===== config.mk =====
export PLATFORM = sky130hd
export DESIGN_NAME = logic_pipe_reg_flat
export DESIGN_NICKNAME = d
export VERILOG_FILES = /design/src/rtl/logic_pipe_pkg.sv /design/src/rtl/logic_pipe_reg_if.sv /design/src/rtl/logic_pipe_stage.sv /design/src/rtl/logic_pipe_reg.sv /design/src/flat_wrapper.sv
export SDC_FILE = /design/constraint.sdc
export NUM_CORES = 1
export LEC_CHECK = 0
export BUFFER_PORTS_ARGS = -buffer_cell sky130_fd_sc_hd__buf_4
export CAP_MARGIN = 10
export CORE_MARGIN = 4
export CORE_UTILIZATION = 28
export CTS_BUF_LIST = sky130_fd_sc_hd__clkbuf_4 sky130_fd_sc_hd__clkbuf_8 sky130_fd_sc_hd__clkbuf_16
export CTS_CLUSTER_DIAMETER = 200
export DETAILED_ROUTE_END_ITERATION = 10
export GPL_ROUTABILITY_DRIVEN = 0
export SLEW_MARGIN = 20
export SYNTH_ARGS = -nofsm -noshare
export SYNTH_HDL_FRONTEND = slang
export SYNTH_SLANG_ARGS = --single-unit

===== constraint.sdc =====
create_clock -name clk -period 2.05 [get_ports clk]
set_input_delay 0.41 -clock clk [delete_from_list [all_inputs] [get_ports clk]]
set_output_delay 0.41 -clock clk [all_outputs]
set_load 0.03 [all_outputs]

===== src/rtl/logic_pipe_pkg.sv =====
// ============================================================================
// logic_pipe_pkg : op encodings and per-bit logic function for logic_pipe_reg
// Rev 1.0
// ============================================================================
`default_nettype none

package logic_pipe_pkg;

  localparam logic [1:0] OP_AND  = 2'b00;
  localparam logic [1:0] OP_OR   = 2'b01;
  localparam logic [1:0] OP_XOR  = 2'b10;
  localparam logic [1:0] OP_NAND = 2'b11;

  // Single-bit form so callers of any width can apply it bitwise.
  function automatic logic logic_fn(input logic a, input logic b, input logic [1:0] op);
    logic r;
    r = 1'b0;
    case (op)
      OP_AND:  r = a & b;
      OP_OR:   r = a | b;
      OP_XOR:  r = a ^ b;
      default: r = ~(a & b);
    endcase
    return r;
  endfunction

endpackage

`default_nettype wire


===== src/rtl/logic_pipe_reg_if.sv =====
// ============================================================================
// logic_pipe_reg_if : producer/consumer handshake bundle for logic_pipe_reg
// Rev 1.0
// ============================================================================
`default_nettype none

interface logic_pipe_reg_if #(
  parameter int WIDTH = 8,
  parameter int CNT_W = 16
);
  logic [WIDTH-1:0] a;
  logic [WIDTH-1:0] b;
  logic [1:0]       op;
  logic             in_valid;
  logic             in_ready;
  logic [WIDTH-1:0] q;
  logic             out_valid;
  logic             out_ready;
  logic [CNT_W-1:0] zero_cnt;

  modport master (
    output a, b, op, in_valid, out_ready,
    input  in_ready, q, out_valid, zero_cnt
  );

  modport slave (
    input  a, b, op, in_valid, out_ready,
    output in_ready, q, out_valid, zero_cnt
  );
endinterface

`default_nettype wire


===== src/rtl/logic_pipe_stage.sv =====
// ============================================================================
// logic_pipe_stage : one elastic register slot (data + valid) with valid/ready
// Rev 1.0
// ============================================================================
`default_nettype none

module logic_pipe_stage #(
  parameter int WIDTH = 8
) (
  input  logic             clk,
  input  logic             rst,
  input  logic             up_valid_i,
  output logic             up_ready_o,
  input  logic [WIDTH-1:0] up_data_i,
  output logic             dn_valid_o,
  input  logic             dn_ready_i,
  output logic [WIDTH-1:0] dn_data_o
);

  logic             valid_q, valid_d;
  logic [WIDTH-1:0] data_q,  data_d;

  // Empty slots load even under downstream stall, so bubbles collapse.
  assign up_ready_o = !valid_q || dn_ready_i;

  always_comb begin
    valid_d = valid_q;
    data_d  = data_q;
    if (up_ready_o) begin
      valid_d = up_valid_i;
      if (up_valid_i) begin
        data_d = up_data_i;
      end
    end
  end

  always_ff @(posedge clk or posedge rst) begin
    if (rst) begin
      valid_q <= 1'b0;
      data_q  <= '0;
    end else begin
      valid_q <= valid_d;
      data_q  <= data_d;
    end
  end

  assign dn_valid_o = valid_q;
  assign dn_data_o  = data_q;

endmodule

`default_nettype wire


===== src/rtl/logic_pipe_reg.sv =====
// ============================================================================
// logic_pipe_reg : bitwise AND/OR/XOR/NAND through STAGES elastic registers,
//                  with a saturating count of delivered all-zero results
// Rev 1.0
// ============================================================================
`default_nettype none

module logic_pipe_reg #(
  parameter int WIDTH  = 8,
  parameter int STAGES = 2,
  parameter int CNT_W  = 16
) (
  input  logic              clk,
  input  logic              rst,
  logic_pipe_reg_if.slave   bus
);
  import logic_pipe_pkg::*;

  localparam logic [CNT_W-1:0] c_cnt_max = '1;

  logic [WIDTH-1:0] w_res;
  logic             w_valid [STAGES+1];
  logic             w_ready [STAGES+1];
  logic [WIDTH-1:0] w_data  [STAGES+1];
  logic             w_zero_hit;
  logic [CNT_W-1:0] zero_cnt_q, zero_cnt_d;

  always_comb begin
    w_res = '0;
    for (int i = 0; i < WIDTH; i++) begin
      w_res[i] = logic_fn(bus.a[i], bus.b[i], bus.op);
    end
  end

  assign w_valid[0]      = bus.in_valid;
  assign w_data[0]       = w_res;
  assign w_ready[STAGES] = bus.out_ready;

  // Ready ripples combinationally from the consumer back to the producer.
  for (genvar i = 0; i < STAGES; i++) begin : g_stage
    logic_pipe_stage #(
      .WIDTH (WIDTH)
    ) u_stage (
      .clk        (clk),
      .rst        (rst),
      .up_valid_i (w_valid[i]),
      .up_ready_o (w_ready[i]),
      .up_data_i  (w_data[i]),
      .dn_valid_o (w_valid[i+1]),
      .dn_ready_i (w_ready[i+1]),
      .dn_data_o  (w_data[i+1])
    );
  end

  assign w_zero_hit = w_valid[STAGES] && bus.out_ready && (w_data[STAGES] == '0);

  always_comb begin
    zero_cnt_d = zero_cnt_q;
    if (w_zero_hit && (zero_cnt_q != c_cnt_max)) begin
      zero_cnt_d = zero_cnt_q + CNT_W'(1);
    end
  end

  always_ff @(posedge clk or posedge rst) begin
    if (rst) begin
      zero_cnt_q <= '0;
    end else begin
      zero_cnt_q <= zero_cnt_d;
    end
  end

  assign bus.in_ready  = w_ready[0];
  assign bus.q         = w_data[STAGES];
  assign bus.out_valid = w_valid[STAGES];
  assign bus.zero_cnt  = zero_cnt_q;

endmodule

`default_nettype wire


===== src/flat_wrapper.sv =====
// flat-port wrapper written by rule: the top's interface ports become plain ports
module logic_pipe_reg_flat import logic_pipe_pkg::*;
#(
  parameter int WIDTH  = 8,
  parameter int STAGES = 2,
  parameter int CNT_W  = 16
)
  (clk, rst, bus_a, bus_b, bus_op, bus_in_valid, bus_out_ready, bus_in_ready, bus_q, bus_out_valid, bus_zero_cnt);
  logic_pipe_reg_if #(.WIDTH(WIDTH), .CNT_W(CNT_W)) bus_i ();
  input  logic clk;
  input  logic rst;
  input wire logic [$bits(bus_i.a)-1:0] bus_a;
  input wire logic [$bits(bus_i.b)-1:0] bus_b;
  input wire logic [$bits(bus_i.op)-1:0] bus_op;
  input wire logic [$bits(bus_i.in_valid)-1:0] bus_in_valid;
  input wire logic [$bits(bus_i.out_ready)-1:0] bus_out_ready;
  output wire logic [$bits(bus_i.in_ready)-1:0] bus_in_ready;
  output wire logic [$bits(bus_i.q)-1:0] bus_q;
  output wire logic [$bits(bus_i.out_valid)-1:0] bus_out_valid;
  output wire logic [$bits(bus_i.zero_cnt)-1:0] bus_zero_cnt;
  assign bus_i.a = bus_a;
  assign bus_i.b = bus_b;
  assign bus_i.op = bus_op;
  assign bus_i.in_valid = bus_in_valid;
  assign bus_i.out_ready = bus_out_ready;
  assign bus_in_ready = bus_i.in_ready;
  assign bus_q = bus_i.q;
  assign bus_out_valid = bus_i.out_valid;
  assign bus_zero_cnt = bus_i.zero_cnt;
  logic_pipe_reg #(.WIDTH(WIDTH), .STAGES(STAGES), .CNT_W(CNT_W)) u_core (.clk(clk), .rst(rst), .bus(bus_i));
endmodule

==> results.toml <==
[flow_run]
max_cap_violations = 0

[worst_setup_path]
crit_type = "reg2reg"
end_kind = "flip-flop"
startpoint_type = "flip-flop"
critPathMaxFanout = 6
cp.arrival_ns = 1.93
worstPathRequired_ns = 2.22

[sta]
skew_ns = 0.00739
fin_crit_sh = 0.860
final.setup.tns_ns = 0
hold_viol_final = 0
final.setup.worst_slack_ns = 0.286
min_period_ns = 1.76
whs_ns = 0.217
worst_pin_slew_ns = 0.423
fmax_mhz = 567
maxSlewViolCount = 0
slew_headroom = 0.717
rsz0062_at_grt = "false"
setup_viol = 0

[final_layout]
antenna_cells = 0
layout_common_cells = "49 x buf_4, 34 x dfrtp_1, 25 x inv_1"
final_common_cell = "buf_4"
area_delta_synth_final_pct = 27.1
fin_nets = 297
drive_gt1_frac = 0.287

[clock_tree]
clock_path_buffers = 2
cts_sinks = 34
cts_buffers = 5
cts-hold-fix-buffers = 0
post_cts_buffers = 0
post_cts_resized = 0
h-tree-depth = 2
path_clk_slew_ns = 0.07
clk_latency_ns = 0.29
tritoncts = "yes"
root_buffer = "clkbuf_8"

[global_routing]
grt_max_degree = 35
grt_usage = 0.0959
grt_pass1_vias = 1478
grt_antenna_before_repair = 0
grt_pass1_wl_um = 6600
overflow = 0

[route]
drc_errors = 0
drt-initial-drc-count = 18
routedWlPerCell_um = 11.0
vias = 1561
wl_um = 3910
antenna_left = 0
avgViaCountPerCell = 4.41
firstDrtPassIters = 4

[synthesis]
ys_ff_latch = 34
post-synth-top-area-cell = "dfrtp_1"
synth_top_area_share = 0.423
syn_nets = 247
postSynthCellCount = 208
synthesis.area_mm2 = 0.00201
yosys-top-cells-area = "dfrtp_1 42%, ha_1 11%, mux2_2 6.2%"
ys_seq_area_frac = 0.423
synth_warnings = 0
synth.distinct_cells = 30
syn-mean-instance-area_um2 = 9.67

[pwr]
p_comb_frac = 0.285
p_sw_uw = 607
p_seq_frac = 0.466
p_int_uw = 1220
clockPowerShare = 0.249
power_density_mw_per_mm2 = 714
p_leak_uw = 0.00129
sw_frac_of_total = 0.333
peakVddDrop_uv = 271

[place]
place_hpwl_um = 3150
dp_slack_ns = 0.264
port_buffers = 47

[die]
fp.dieH_um = 92.7
die_x_um = 92.7
die_area_mm2 = 0.00860
core_mm2 = 0.00687
row_count = 30
floorplan.initialDensity = 0.293
io_pins = 48

[min_path]
hp-class = "in2async"

[run_status]
status = "completed"
synth_stat cells (all sizes together):
cell,n
nand2b,4
nor2,10
xnor2,9
and3,1
inv,25
xor2,4
nand2,24
o22ai,2
or2,1
and4,2
a31oi,2
mux2i,3
mux2,11
clkbuf,6
dfrtp,34
ha,17
a211oi,2
nor2b,2
o21ai,21
nand3,2
a21oi,8
nand3b,1
nor4,3
nand4,9
nand4b,1
nor3,3
nor4b,1
layout make-up:
class	count	area (um^2)
clock buffer	5	68.8
clock inverter	2	10.0
fill	709	4310
inverter	25	93.8
multi-input combinational	143	1040
sequential	34	851
tap	96	120
timing repair buffer	49	368
per-layer routing:
layer,up-vias,track usage,part of all wire
li1,800,-,-
met1,713,0.115,0.45
met2,41,0.158,0.46
met3,7,0.0333,0.075
met4,0,0.0366,0.017
met5,-,0,0
logic make-up after synthesis:
logic type      Yosys count  share of synthesized area
mux                      14                     0.0765
buf+inv                  31                     0.0579
flops                    34                      0.423
compound gates           35                     0.0921
xor+xnor                 13                     0.0566
fa+ha+maj                17                      0.106
simple gates             64                      0.188
power groups by stage:
stage / Clock, uW / Sequential [uW] / Combinational, uW
floorplan: 0 / 974 / 207
global placement: 0 / 861 / 524
detailed placement: 0 / 865 / 532
CTS: 475 / 852 / 534
global route: 509 / 864 / 572
finish: 455 / 849 / 520
worst max-delay path, cell delays in order (launching register included):
cell and delay, ns:
dfrtp_1 0.44, nand4_1 0.22, or2_1 0.31, nor4_1 0.31, mux2_2 0.37
sequential cells by signal, indices dropped and copies added (netlist names):
register	count
u_core.g_stage.u_stage.dn_valid_o	2
u_core.bus.zero_cnt	16
u_core.g_stage.u_stage.dn_data_o	16
worst paths after layout:
check | endpoint | start | cells after the start | slack [ns]
max | u_core.bus.zero_cnt[14]$_DFFE_PP0P_ | u_core.bus.zero_cnt[3]$_DFFE_PP0P_ | 4 | 0.29
min | u_core.g_stage[1].u_stage.dn_data_o[2]$_DFFE_PP0P_ | rst | 3 | 0.22
max reg2reg | u_core.bus.zero_cnt[14]$_DFFE_PP0P_ | u_core.bus.zero_cnt[3]$_DFFE_PP0P_ | 4 | 0.29
min reg2reg | u_core.g_stage[0].u_stage.dn_data_o[2]$_DFFE_PP0P_ | u_core.g_stage[0].u_stage.dn_data_o[2]$_DFFE_PP0P_ | 2 | 0.47
max in group asynchronous | u_core.bus.zero_cnt[3]$_DFFE_PP0P_ | rst | 3 | 1.53
min in group clk | u_core.g_stage[0].u_stage.dn_valid_o$_DFFE_PP0P_ | bus_in_valid | 2 | 0.32
through the flow:
stage / cells / util / total power (uW) / area (um^2)
2_1_floorplan: 208 / - / 1180 / 2010
3_3_place_gp: 347 / 0.360 / 1380 / 2480
3_5_place_dp: 347 / 0.360 / 1400 / 2480
4_1_cts: 354 / 0.372 / 1860 / 2550
5_1_grt: 354 / 0.372 / 1950 / 2550
6_report: 354 / 0.372 / 1820 / 2550
No activity file was read; power rests on OpenSTA's default activity.
